[src/rtl/clock_monitor_pkg.sv]
// Shared types and constant helpers for the clock monitor
// and the clock divider.
package clock_monitor_pkg;

  typedef enum logic [1:0] {
    IDLE,
    WAIT_EDGE,
    MEASURE
  } state_t;

  // Bits needed to hold the value itself (16 -> 5).
  function automatic int CeilLog2(input int value);
    int bits;
    bits = 0;
    for (int v = value; v > 0; v = v >> 1) begin
      bits++;
    end
    return (bits < 1) ? 1 : bits;
  endfunction

  function automatic int MaxValue(input int nbits);
    return (1 << nbits) - 1;
  endfunction

endpackage

[src/rtl/sync_edge_detector.sv]
// Multi-flop synchronizer for an asynchronous level with a
// registered single-cycle rising-edge pulse.
module sync_edge_detector #(
  parameter int STAGES = 2
) (
  input  logic clk,
  input  logic reset,
  input  logic signal,
  output logic rise
);

  logic [STAGES-1:0] sync;
  logic              last;

  always_ff @(posedge clk) begin
    if (reset) begin
      sync <= '0;
      last <= 1'b0;
      rise <= 1'b0;
    end else begin
      sync <= {sync[STAGES-2:0], signal};
      last <= sync[STAGES-1];
      rise <= sync[STAGES-1] & ~last;
    end
  end

endmodule

[src/rtl/clock_monitor.sv]
// Measures the period of a slow asynchronous clock in reference
// cycles and reports lock, out-of-tolerance periods and clock loss.
module clock_monitor
  import clock_monitor_pkg::*;
#(
  parameter int REFERENCE_CLOCK   = 50_000_000,
  parameter int FREQUENCY         = 12_500_000,
  parameter int EXPECTED_PERIOD   = REFERENCE_CLOCK / FREQUENCY,
  parameter int TOLERANCE         = 1,
  parameter int LOCK_COUNT        = 4,
  parameter int TIMEOUT_CYCLES    = 4 * EXPECTED_PERIOD,
  parameter int NBITS_FOR_COUNTER = CeilLog2(TIMEOUT_CYCLES)
) (
  input  logic                         clk_FPGA,
  input  logic                         reset,
  input  logic                         enable,
  input  logic                         clock_signal,
  output logic [NBITS_FOR_COUNTER-1:0] period,
  output logic                         period_valid,
  output logic                         locked,
  output logic                         fault,
  output logic                         timeout
);

  localparam int NB = NBITS_FOR_COUNTER;
  localparam int GW = CeilLog2(LOCK_COUNT);

  localparam logic [NB-1:0] CNT_LAST = NB'(TIMEOUT_CYCLES - 1);
  localparam logic [NB-1:0] CNT_ONE  = NB'(1);
  localparam logic [NB:0]   EXP_W    = (NB+1)'(EXPECTED_PERIOD);
  localparam logic [NB:0]   TOL_W    = (NB+1)'(TOLERANCE);
  localparam logic [NB:0]   ONE_W    = (NB+1)'(1);
  localparam logic [GW-1:0] LOCK_N   = GW'(LOCK_COUNT);
  localparam logic [GW-1:0] GOOD_ONE = GW'(1);

  state_t        state;
  logic [NB-1:0] counter;
  logic [GW-1:0] good_cnt;
  logic          rise;
  logic [NB:0]   meas;
  logic [NB:0]   diff;
  logic          good;

  sync_edge_detector #(
    .STAGES(2)
  ) u_sync (
    .clk   (clk_FPGA),
    .reset (reset),
    .signal(clock_signal),
    .rise  (rise)
  );

  // One bit wider so the difference never wraps.
  always_comb begin
    meas = {1'b0, counter} + ONE_W;
    diff = (meas >= EXP_W) ? (meas - EXP_W)
                           : (EXP_W - meas);
    good = (diff <= TOL_W);
  end

  always_ff @(posedge clk_FPGA) begin
    if (reset) begin
      state        <= IDLE;
      counter      <= '0;
      good_cnt     <= '0;
      period       <= '0;
      period_valid <= 1'b0;
      locked       <= 1'b0;
      fault        <= 1'b0;
      timeout      <= 1'b0;
    end else begin
      period_valid <= 1'b0;
      fault        <= 1'b0;
      timeout      <= 1'b0;
      if (!enable) begin
        state    <= IDLE;
        counter  <= '0;
        good_cnt <= '0;
        locked   <= 1'b0;
      end else begin
        unique case (state)
          IDLE: begin
            counter <= '0;
            locked  <= 1'b0;
            state   <= WAIT_EDGE;
          end
          WAIT_EDGE: begin
            if (rise) begin
              counter <= '0;
              state   <= MEASURE;
            end else if (counter == CNT_LAST) begin
              timeout <= 1'b1;
              counter <= '0;
            end else begin
              counter <= counter + CNT_ONE;
            end
          end
          MEASURE: begin
            // An edge on the last count wins over the timeout.
            if (rise) begin
              period       <= meas[NB-1:0];
              period_valid <= 1'b1;
              counter      <= '0;
              if (good) begin
                if (good_cnt != LOCK_N) begin
                  good_cnt <= good_cnt + GOOD_ONE;
                end
                locked <= (good_cnt >= LOCK_N - GOOD_ONE);
              end else begin
                fault    <= 1'b1;
                good_cnt <= '0;
                locked   <= 1'b0;
              end
            end else if (counter == CNT_LAST) begin
              timeout  <= 1'b1;
              locked   <= 1'b0;
              good_cnt <= '0;
              counter  <= '0;
              state    <= WAIT_EDGE;
            end else begin
              counter <= counter + CNT_ONE;
            end
          end
          default: state <= IDLE;
        endcase
      end
    end
  end

endmodule

[config.mk]
export PLATFORM = sky130hd
export DESIGN_NAME = clock_monitor
export DESIGN_NICKNAME = d
export VERILOG_FILES = /design/src/rtl/clock_monitor_pkg.sv /design/src/rtl/sync_edge_detector.sv /design/src/rtl/clock_monitor.sv
export SDC_FILE = /design/constraint.sdc
export NUM_CORES = 1
export LEC_CHECK = 0
export ABC_AREA = 1
export BUFFER_PORTS_ARGS = -buffer_cell sky130_fd_sc_hd__buf_2
export CAP_MARGIN = 0
export CORE_ASPECT_RATIO = 1.25
export CORE_MARGIN = 2
export CORE_UTILIZATION = 60
export DETAILED_ROUTE_END_ITERATION = 7
export PLACE_DENSITY = 0.89
export SLEW_MARGIN = 20
export SYNTH_ARGS = -nofsm -noshare
export SYNTH_HDL_FRONTEND = slang
export SYNTH_SLANG_ARGS = --single-unit
[constraint.sdc]
create_clock -name clk_FPGA -period 6 [get_ports clk_FPGA]
set_clock_uncertainty 0.15 [all_clocks]
set_input_delay 0.9 -clock clk_FPGA [delete_from_list [all_inputs] [get_ports clk_FPGA]]
set_output_delay 0.9 -clock clk_FPGA [all_outputs]
set_load 0.02 [all_outputs]
==> flow_summary_export.csv, run 1 <==
group,metric,value,unit
outcome,status,"completed",
global_route,antenna_found_initial,0,
cts,cts-root-buf,"clkbuf_4",
detailed_routing,drcViolationCount,0,
cts,cts_setup_buffers,0,
detailed_routing,vias_per_cell,5.368,
layout,drive_above_1_share,0.1264,
timing,finalHoldViolCount,0,
timing,setup_ws,3840,ps
timing,worst_slew_pin_slew,649.1,ps
power,ir_worst_vdd,0.1582,mV
timing,finalSetupViolations,0,
global_route,grt_busiest_layer,"met2",
critical_path,timing.critical_path.cells,"ha_1 > inv_1 > nand2_1 > nand2_2 > inv_1 > ha_1 > nor2_1 > nand2_1 > o21ai_2 > nand3_1 > nand2_2 > nand2_1 > nand2_1 > nor2_1",
floorplan,start_util,0.6450,
place,gp_congestion,0.8365,
critical_path,reg2regPathDepth,14,
yosys,synth-simple-area-share,0.2682,
yosys,synth_xor_area_frac,0,
timing,period_share,0.3600,
cts,h-tree-depth,1,
worst_hold_path,holdPathStages,1,
floorplan,core,1808,sq um
worst_hold_path,holdPathEnd,"u_sync.rise",
global_route,track_usage,0.2372,
detailed_routing,vias,1036,
floorplan,die-area,2314,sq um
floorplan,rows,17,
timing,fmax,0.4630,GHz
job,drv_cap,0,
cts,cts_buffer_depth,2,
cts,cts_resized,0,
floorplan,fp.dieW,43.43,um
critical_path,reg2reg_to,"good_cnt[0]",
layout,fin_util,0.7052,
critical_path,cp.required,6090,ps
critical_path,crit_arrival,2250,ps
yosys,synth.area.mux_share,0,
worst_hold_path,min_from,"u_sync.last",
timing,max_slew_margin,0.5633,
layout,nNetsFinal,192,
cts,cts.clk_slew.worst_paths,130,ps
power,leakagePower,0.6076,nW
global_route,grt_use_met2,0.4527,
critical_path,cp-start-kind,"flip-flop",
detailed_routing,dr.pass1.iters,4,
global_route,grt_max_degree,15,
yosys,syn_avg_cell_area,7.334,sq um
yosys,synth_compound_gate_area_share,0.09979,
power,power-per-cell-area,196.5,nW/um^2
floorplan,die_h,53.29,um
worst_hold_path,min_path_type,"flip-flop to flip-flop",
timing,rsz0062_at_grt,"no",
detailed_routing,routed_wl,2361,um
layout,register_area,460.4,sq um
cts,cts_hold_buf,0,
critical_path,endpoint_kind,"flip-flop",
yosys,synth_top_family_by_area,"simple AND/OR/NAND/NOR gates",
place,dp_hpwl,1900,um
yosys,yosys_warnings,0,
global_route,gr-usage-met3,0.04437,
global_route,grt_overflow,0,
global_route,grt_pass1_vias,1003,
detailed_routing,antenna_left,0,
timing,fin_tns_setup,0,ps
critical_path,crit_path_frequent_cell,"nand2_1",
global_route,met1_usage,0.2313,
yosys,synth_cell_type_count,19,
layout,multiInputGateArea,591.8,sq um
cts,cts.sinks,23,
yosys,syn-num-nets,176,
detailed_routing,drt_iter0_drc,29,
yosys,synthCells,159,
cts,cts_tree,"yes",
layout,fill_cells,165,
floorplan,ios,13,
place,io_buffers,12,
yosys,synth_fa_ha_area_frac,0.1395,
critical_path,rrSetupSlack,3840,ps
yosys,synth-seq-cells,23,
layout,antenna_cells,0,
critical_path,slowest_stage,"dfxtp_1",
cts,cts_buffers,3,
timing,drv_slew,0,
yosys,syn_area,1166,sq um
global_route,grt_pass1_wl,4002,um
cts,clock_latency,330,ps
critical_path,critPathMaxStageDelay,510,ps
layout,area_growth,9.335,%
critical_path,critPathKind,"flip-flop to flip-flop",
critical_path,crit_fanout,8,
yosys,yosysSeqAreaShare,0.3948,
critical_path,r2r_start,"counter[0]",
timing,period_minus_slack,2160,ps
detailed_routing,routedWlPerCell,12.23,um
place,dp_slack,3866,ps
==> state kept, by name, indices dropped and copies added, names as in the netlist <==
| name | flops |
|---|---|
| u_sync.last | 1 |
| timeout | 1 |
| fault | 1 |
| period | 5 |
| u_sync.sync | 2 |
| period_valid | 1 |
| locked | 1 |
| good_cnt | 3 |
| counter | 5 |
| u_sync.rise | 1 |
| state | 2 |
==> cells in the mapped netlist <==
cell type	count	area [sq um]
a21oi_1	12	60.06
a22oi_1	1	7.510
and2_1	1	6.260
buf_2	1	5.000
dfxtp_1	23	460.4
ha_1	13	162.7
inv_1	29	108.9
nand2_1	30	112.6
nand2_2	3	18.77
nand3_1	6	30.03
nand3_2	2	20.02
nand4_1	2	12.51
nor2_1	23	86.33
nor3_1	4	20.02
nor4_1	1	6.260
o211ai_1	1	7.510
o21a_1	1	7.510
o21ai_0	5	25.02
o21ai_2	1	8.760
==> per-stage QoR <==
step                hold slack (ps)  power, mW  cells  area (sq um)
floorplan                     222.8     0.1730    159          1166
global placement              227.0     0.1768    189          1245
detailed placement            229.4     0.1780    189          1245
CTS                           248.0     0.2492    193          1275
global route                  265.1     0.2601    193          1275
finish                        248.0     0.2506    193          1275
==> layout by cell type (no fill, tap or decap), types with 2 or more instances in the layout <==
cell and n:
buf_2 12, nand2_2 3, nor2_1 23, nand3_1 6, nand2_1 30, dfxtp_1 23
clkbuf_4 3, a21oi_1 12, o21ai_0 5, ha_1 13, nand3_2 2, inv_1 29
nor3_1 4, nand4_1 2
==> where the power goes <==
group	total (mW)	switching [mW]	internal [mW]
combinational	0.0177	0.0117	0.00602
clock	0.0755	0.0499	0.0256
sequential	0.157	0.00244	0.155
total	0.251	0.0641	0.186
==> metal layers <==
metal  share of wire  vias up  wire length, um
li1                -      528                -
met1            0.40      482              933
met2            0.56       21             1322
met3           0.026        5               62
met4           0.018        0               42
met5               0        -                0
==> how the worst max path moves through the flow <==
stage / from / end
3_5_place_dp: counter[0] / good_cnt[2]
2_1_floorplan: counter[0] / good_cnt[0]
3_3_place_gp: counter[0] / good_cnt[2]
5_1_grt: counter[0] / good_cnt[0]
4_1_cts: counter[0] / good_cnt[2]
6_report: counter[0] / good_cnt[0]
==> logic make-up (layout without fill, tap and decap cells) <==
family	after synthesis	in the layout
simple gates	72	72
buf+inv	30	45
flops	23	23
compound gates	21	21
fa+ha+maj	13	13
==> layout make-up <==
type / count / area share
sequential: 23 / 0.3611
inverter: 29 / 0.08538
clock buffer: 3 / 0.01766
tap: 19 / 0.01865
multi-input combinational: 106 / 0.4642
clock inverter: 1 / 0.005888
timing repair buffer: 12 / 0.04711
==> worst max-delay path, delay by kind of cell (launching register included) <==
family | cells | cell delay (ps)
simple gates | 9 | 710
flops | 1 | 510
fa+ha+maj | 2 | 450
buf+inv | 2 | 170
compound gates | 1 | 80
(Power assumes the default switching activity.)
==> run 2, diff against run 1 <==
--- a/config.mk
+++ b/config.mk
@@ -10,9 +10,9 @@
 export CAP_MARGIN = 0
 export CORE_ASPECT_RATIO = 1.25
 export CORE_MARGIN = 2
-export CORE_UTILIZATION = 60
+export CORE_UTILIZATION = 51
 export DETAILED_ROUTE_END_ITERATION = 7
-export PLACE_DENSITY = 0.89
+export PLACE_DENSITY = 0.82
 export SLEW_MARGIN = 20
 export SYNTH_ARGS = -nofsm -noshare
 export SYNTH_HDL_FRONTEND = slang
==> constraint.sdc (replaced) <==
create_clock -name clk_FPGA -period 1.85 [get_ports clk_FPGA]
set_clock_uncertainty 0.15 [all_clocks]
set_input_delay 0.2775 -clock clk_FPGA [delete_from_list [all_inputs] [get_ports clk_FPGA]]
set_output_delay 0.2775 -clock clk_FPGA [all_outputs]
set_load 0.02 [all_outputs]
==> run 2 against run 1 <==
The flow now finishes with violations (negative setup slack). Hold slack worse by 180 ps. Clock power grew to 3.1 times the previous value. Sequential power grew to 3.2 times the previous value. Non-clock buffer count is 13 higher. Register-to-register slack worse by 3900 ps. Clock-buffer cell count stayed put. Wire length is 9.8% higher. Critical path depth stayed put. First-iteration DRC count is 24% lower. Combinational power grew to 4.1 times the previous value. Sequential share of layout area is 3.7 points lower. Final cell count is 13% higher.
==> flow_summary_export.csv, run 2 (synthesized netlist as in run 1, its figures left out) <==
group,metric,value,unit
outcome,status,"finished with violations",
place,dp_hpwl,1806,um
global_route,track_usage,0.2091,
cts,cts.clk_slew.worst_paths,120,ps
power,ir_worst_vdd,0.5951,mV
detailed_routing,routedWlPerCell,11.89,um
power,leakagePower,0.6733,nW
critical_path,cp.required,1930,ps
detailed_routing,drt_iter0_drc,22,
floorplan,fp.dieW,46.77,um
layout,layout_common_cells,"28 x nand2_1, 26 x inv_1, 21 x nor2_1, 19 x dfxtp_1",
critical_path,endpoint_kind,"flip-flop",
timing,max_slew_margin,0.8277,
worst_hold_path,min_path_type,"primary input to flip-flop",
power,power.switching,204.7,uW
cts,cts_buffers,3,
cts,clock_latency,320,ps
detailed_routing,vias,1068,
power,switching_share,0.2514,
power,p_comb_frac,0.088,
layout,largestRegisters,"counter: 5 flops, period: 5 flops, good_cnt: 3 flops",
layout,nNetsFinal,205,
floorplan,rows,19,
place,gp_congestion,0.8173,
critical_path,slowest_stage,"dfxtp_4",
layout,antenna_cells,0,
cts,cts.sinks,23,
layout,design_area,1459,sq um
floorplan,core,2187,sq um
layout,multiInputGateArea,648.1,sq um
timing,setup_ws,-46.67,ps
critical_path,timing.critical_path.cells,"ha_4 > inv_4 > nand2_2 > nand2_2 > inv_2 > ha_4 > nor2_2 > nand2_1 > o21ai_2 > nand3_1 > nand2_2 > nand2_1 > nand2_1 > nor2_1",
critical_path,cp-start-kind,"flip-flop",
global_route,grt_pass1_wl,4071,um
job,drv_cap,0,
timing,worst_slew_pin_slew,256.0,ps
timing,period_minus_slack,1897,ps
power,power-per-cell-area,558.1,nW/um^2
place,io_buffers,12,
timing,finalHoldViolCount,0,
layout,drive_above_1_share,0.2674,
global_route,grt_overflow,0,
layout,fill_cells,178,
detailed_routing,vias_per_cell,4.899,
timing,drv_slew,0,
timing,finalSetupViolations,4,
detailed_routing,antenna_left,0,
cts,cts-root-buf,"clkbuf_4",
layout,register_area,473.0,sq um
power,p_int,609.6,uW
floorplan,start_util,0.5332,
global_route,antenna_found_initial,0,
cts,cts_tree,"yes",
critical_path,crit_arrival,1980,ps
outcome,violations,"negative setup slack",
power,clkPwrFrac,0.290,
floorplan,ios,13,
detailed_routing,dr.pass1.iters,4,
timing,period_share,1.025,
place,dp_slack,-77.56,ps
cts,h-tree-depth,1,
global_route,grt_pass1_vias,1055,
power,seqPwrFrac,0.622,
critical_path,critPathKind,"flip-flop to flip-flop",
global_route,grt_max_degree,14,
critical_path,critPathMaxStageDelay,390,ps
critical_path,crit_fanout,6,
place,dpl_cell_area,1343,sq um
timing,rsz0062_at_grt,"yes",
detailed_routing,drcViolationCount,0,
layout,area_growth,25.11,%
detailed_routing,routed_wl,2592,um
power,p_total,814.3,uW
layout,final_common_cell,"nand2_1",
floorplan,die-area,2687,sq um
floorplan,die_h,57.46,um
timing,fmax,0.5272,GHz
timing,whs,70.55,ps
cts,cts_buffer_depth,2,
[run 2: worst paths after layout]
check        slack (ps)  depth (start not counted)        start     endpoint
min                  70                          2        reset    period[1]
max reg2reg         -50                         14   counter[0]  good_cnt[0]
max                 -50                         14   counter[0]  good_cnt[0]
min reg2reg         250                          1  u_sync.last  u_sync.rise
[run 2: area by class of cell]
type	instances	share of cell area
Multi-Input combinational cell	106	0.4443
Sequential cell	23	0.3242
Timing Repair Buffer	25	0.1098
Inverter	29	0.07633
Tap cell	31	0.02659
Clock buffer	3	0.01544
Clock inverter	1	0.003431
[run 2: timing repair]
item | in CTS | in global routing
endpoints found under the hold margin | 1 | 0
buffers inserted | 1 | 1
pin swaps | 6 | 5
hold buffers | 1 | 0
resized for setup | 8 | 10
endpoints found under the setup margin | 5 | 7
[run 2: critical path: cells and delay by family, from the launching register on]
kind            cells  cell delay (ps)
compound gates      1               90
fa+ha+maj           2              390
buf+inv             2              110
flops               1              390
simple gates        9              670
[run 2: power groups by stage]
stage          logic (mW)  registers (mW)  clock network (mW)
2_1_floorplan      0.0419           0.519                   0
3_3_place_gp       0.0622           0.519                   0
3_5_place_dp       0.0652           0.520                   0
4_1_cts            0.0682           0.508               0.242
5_1_grt            0.0786           0.508               0.258
6_report           0.0717           0.507               0.236
[run 2: metrics by stage]
step / instances / setup TNS (ps) / util
after floorplan: 159 / 0 / -
after CTS: 217 / 0 / 0.6493
after global placement: 211 / -53.62 / 0.6138
final: 218 / -151.2 / 0.6670
after detailed placement: 211 / -261.0 / 0.6138
after global routing: 218 / -479.9 / 0.6670
[run 2: routing by layer]
| layer | track usage | wire [um] |
|---|---|---|
| met1 | 0.2191 | 1071 |
| met2 | 0.3640 | 1364 |
| met3 | 0.03165 | 74 |
| met4 | 0.1349 | 82 |
| met5 | 0 | 0 |
==> run 3, diff against run 2 <==
--- a/config.mk
+++ b/config.mk
@@ -12,8 +12,9 @@
 export CORE_MARGIN = 2
 export CORE_UTILIZATION = 51
 export DETAILED_ROUTE_END_ITERATION = 7
-export PLACE_DENSITY = 0.82
+export PLACE_DENSITY = 0.81
 export SLEW_MARGIN = 20
 export SYNTH_ARGS = -nofsm -noshare
 export SYNTH_HDL_FRONTEND = slang
+export SYNTH_HIERARCHICAL = 1
 export SYNTH_SLANG_ARGS = --single-unit
==> run 3 against run 2 <==
The flow still finishes with violations (negative setup slack). Design area is 6.7% higher. Synthesized cell count rose by 0.63%. Flip-flop and latch count is the same. Maximum frequency is 0.74% lower. Largest cell class unchanged. Largest power group unchanged.
==> flow_summary_export.csv, run 3 <==
group,metric,value,unit
outcome,status,"finished with violations",
outcome,violations,"negative setup slack",
global_route,met1_usage,0.2684,
floorplan,die_h,59.30,um
yosys,syn-num-nets,178,
yosys,yosysTopAreaCell,"dfxtp_1",
power,ir_worst_vdd,0.4776,mV
critical_path,critPathMaxStageDelay,390,ps
power,power.switching,226.7,uW
layout,final_common_cell,"inv_1",
timing,period_minus_slack,1911,ps
floorplan,core,2377,sq um
timing,max_slew_margin,0.6995,
timing,fin_tns_setup,-146.7,ps
yosys,syn_area,1247,sq um
layout,antenna_cells,0,
yosys,synth.most_common_cell,"inv_1",
timing,fmax,0.5234,GHz
power,switching_share,0.2664,
floorplan,start_util,0.5247,
cts,cts-root-buf,"clkbuf_4",
yosys,yosys_warnings,6,
critical_path,cp.required,1930,ps
timing,period_share,1.033,
layout,multiInputGateArea,738.2,sq um
power,leakagePower,0.6917,nW
detailed_routing,routedWlPerCell,13.29,um
critical_path,timing.critical_path.cells,"ha_4 > inv_2 > nand2_2 > nand2_2 > inv_2 > ha_4 > nor2_4 > nand2_2 > o21ai_4 > nand4_4 > a21oi_2 > nor2_1",
timing,finalSetupViolations,5,
place,dp_hpwl,2031,um
yosys,synth.top_cells.by_area,"dfxtp_1 37%, ha_1 14%, inv_1 9.3%",
floorplan,die-area,2860,sq um
cts,cts.clk_slew.worst_paths,120,ps
global_route,grt_pass1_wl,4761,um
timing,finalHoldViolCount,0,
power,seqPwrFrac,0.604,
detailed_routing,vias,1122,
floorplan,ios,13,
power,p_comb_frac,0.120,
global_route,antenna_found_initial,0,
detailed_routing,vias_per_cell,5.147,
cts,cts_buffers,3,
timing,drv_slew,0,
layout,fin_util,0.6547,
place,gp_congestion,0.8538,
yosys,synth.top_cell.area_share,0.3691,
critical_path,crit_arrival,1990,ps
yosys,synth_cell_type_count,22,
critical_path,crit_path_frequent_cell,"nand2_2",
global_route,gr-usage-met3,0.03963,
layout,design_area,1556,sq um
global_route,grt_pass1_vias,1086,
critical_path,critPathKind,"flip-flop to flip-flop",
detailed_routing,routed_wl,2898,um
power,p_total,850.8,uW
worst_hold_path,min_path_type,"primary input to flip-flop",
layout,fill_cells,204,
layout,nNetsFinal,204,
power,clkPwrFrac,0.276,
layout,drive_above_1_share,0.3297,
detailed_routing,drcViolationCount,0,
place,io_buffers,12,
critical_path,cp-start-kind,"flip-flop",
yosys,synth-seq-cells,23,
critical_path,crit_fanout,5,
layout,layout_common_cells,"28 x inv_1, 20 x dfxtp_1, 17 x nand2_1, 13 x a21oi_1",
power,p_int,624.2,uW
cts,clock_latency,320,ps
cts,h-tree-depth,1,
layout,register_area,469.2,sq um
floorplan,fp.dieW,48.24,um
yosys,yosys-top-cells-count,"31 x inv_1, 23 x dfxtp_1, 23 x nand2_1",
global_route,grt_overflow,0,
yosys,syn_avg_cell_area,7.797,sq um
global_route,grt_max_degree,13,
floorplan,rows,20,
layout,largestRegisters,"counter: 5 flops, period: 5 flops, good_cnt: 3 flops",
timing,worst_slew_pin_slew,450.1,ps
cts,cts_tree,"yes",
cts,cts.sinks,23,
job,drv_cap,0,
global_route,track_usage,0.2339,
timing,setup_ws,-60.76,ps
global_route,grt_use_met2,0.4060,
cts,cts_hold_buf,0,
detailed_routing,antenna_left,0,
global_route,grt_busiest_layer,"met2",
detailed_routing,drt_iter0_drc,29,
cts,cts_buffer_depth,2,
power,power-per-cell-area,546.6,nW/um^2
yosys,yosysSeqAreaShare,0.3691,
timing,rsz0062_at_grt,"yes",
critical_path,endpoint_kind,"flip-flop",
detailed_routing,dr.pass1.iters,4,
layout,area_growth,24.77,%
critical_path,slowest_stage,"dfxtp_4",
yosys,synth-edff-count,0,
place,dpl_cell_area,1394,sq um
yosys,ys_async_sr_fraction,0,
yosys,synthCells,160,
yosys,ys.flop_type,"dfxtp_1",
[run 3: final timing paths]
path | startpoint | to | slack, ps | cells after the start
setup reg to reg | counter[1] | good_cnt[0] | -60 | 12
hold reg to reg | u_sync/sync[0] | u_sync/sync[1] | 270 | 2
setup / recovery | counter[1] | good_cnt[0] | -60 | 12
hold / removal | clock_signal | u_sync/sync[0] | 5 | 3
[run 3: repair_timing]
item / in CTS / in global routing
pin swaps: 11 / 7
buffers inserted: 5 / 3
gates resized for setup: 14 / 7
endpoints found under the setup margin: 4 / 7
[run 3: final cells by class]
type,count,share of cell area
well taps,33,0.02653
repair buffers,24,0.1013
flip-flops and latches,23,0.3014
multi-input cells,101,0.4743
clock buffers,4,0.01688
inverters,33,0.07958
[run 3: routing by layer]
metal | vias to the layer above | share of wire
met1 | 537 | 0.39
met5 | - | 0
met3 | 6 | 0.020
li1 | 560 | -
met4 | 0 | 0.017
met2 | 19 | 0.57
[run 3: kinds of logic (layout without fill, tap and decap cells)]
group                      after synthesis  count (layout)  share of synthesized area
AOI/OAI and AO/OA                       27              27                     0.1344
and+or+nand+nor                         60              60                     0.2447
buffers and inverters                   36              61                     0.1113
adders and majority gates               14              14                     0.1404
DFF                                     23              23                     0.3691
[run 3: power groups by stage]
stage	clock network [mW]	registers [mW]	logic (mW)
final	0.235	0.514	0.102
after global routing	0.263	0.516	0.114
after CTS	0.244	0.513	0.0964
after detailed placement	0	0.527	0.0876
after global placement	0	0.526	0.0820
after floorplan	0	0.523	0.0660
[run 3: stage by stage]
| stage | setup slack (ps) | hold WS, ps | std cells |
|---|---|---|---|
| finish | -60.76 | 5.205 | 218 |
| global route | -181.1 | 0.7583 | 218 |
| CTS | -30.87 | 0.7791 | 215 |
| detailed placement | -124.7 | 257.7 | 207 |
| global placement | -3.811 | 234.6 | 207 |
| floorplan | 9.219 | 198.7 | 160 |
[run 3: critical path, delay by kind of cell (launching register included)]
kind / cells / cell delay (ps)
AND/OR/NAND/NOR: 6 / 520
flip-flops: 1 / 390
adder cells (fa/ha/maj): 2 / 390
AO/OA/AOI/OAI: 2 / 280
buffers and inverters: 2 / 110
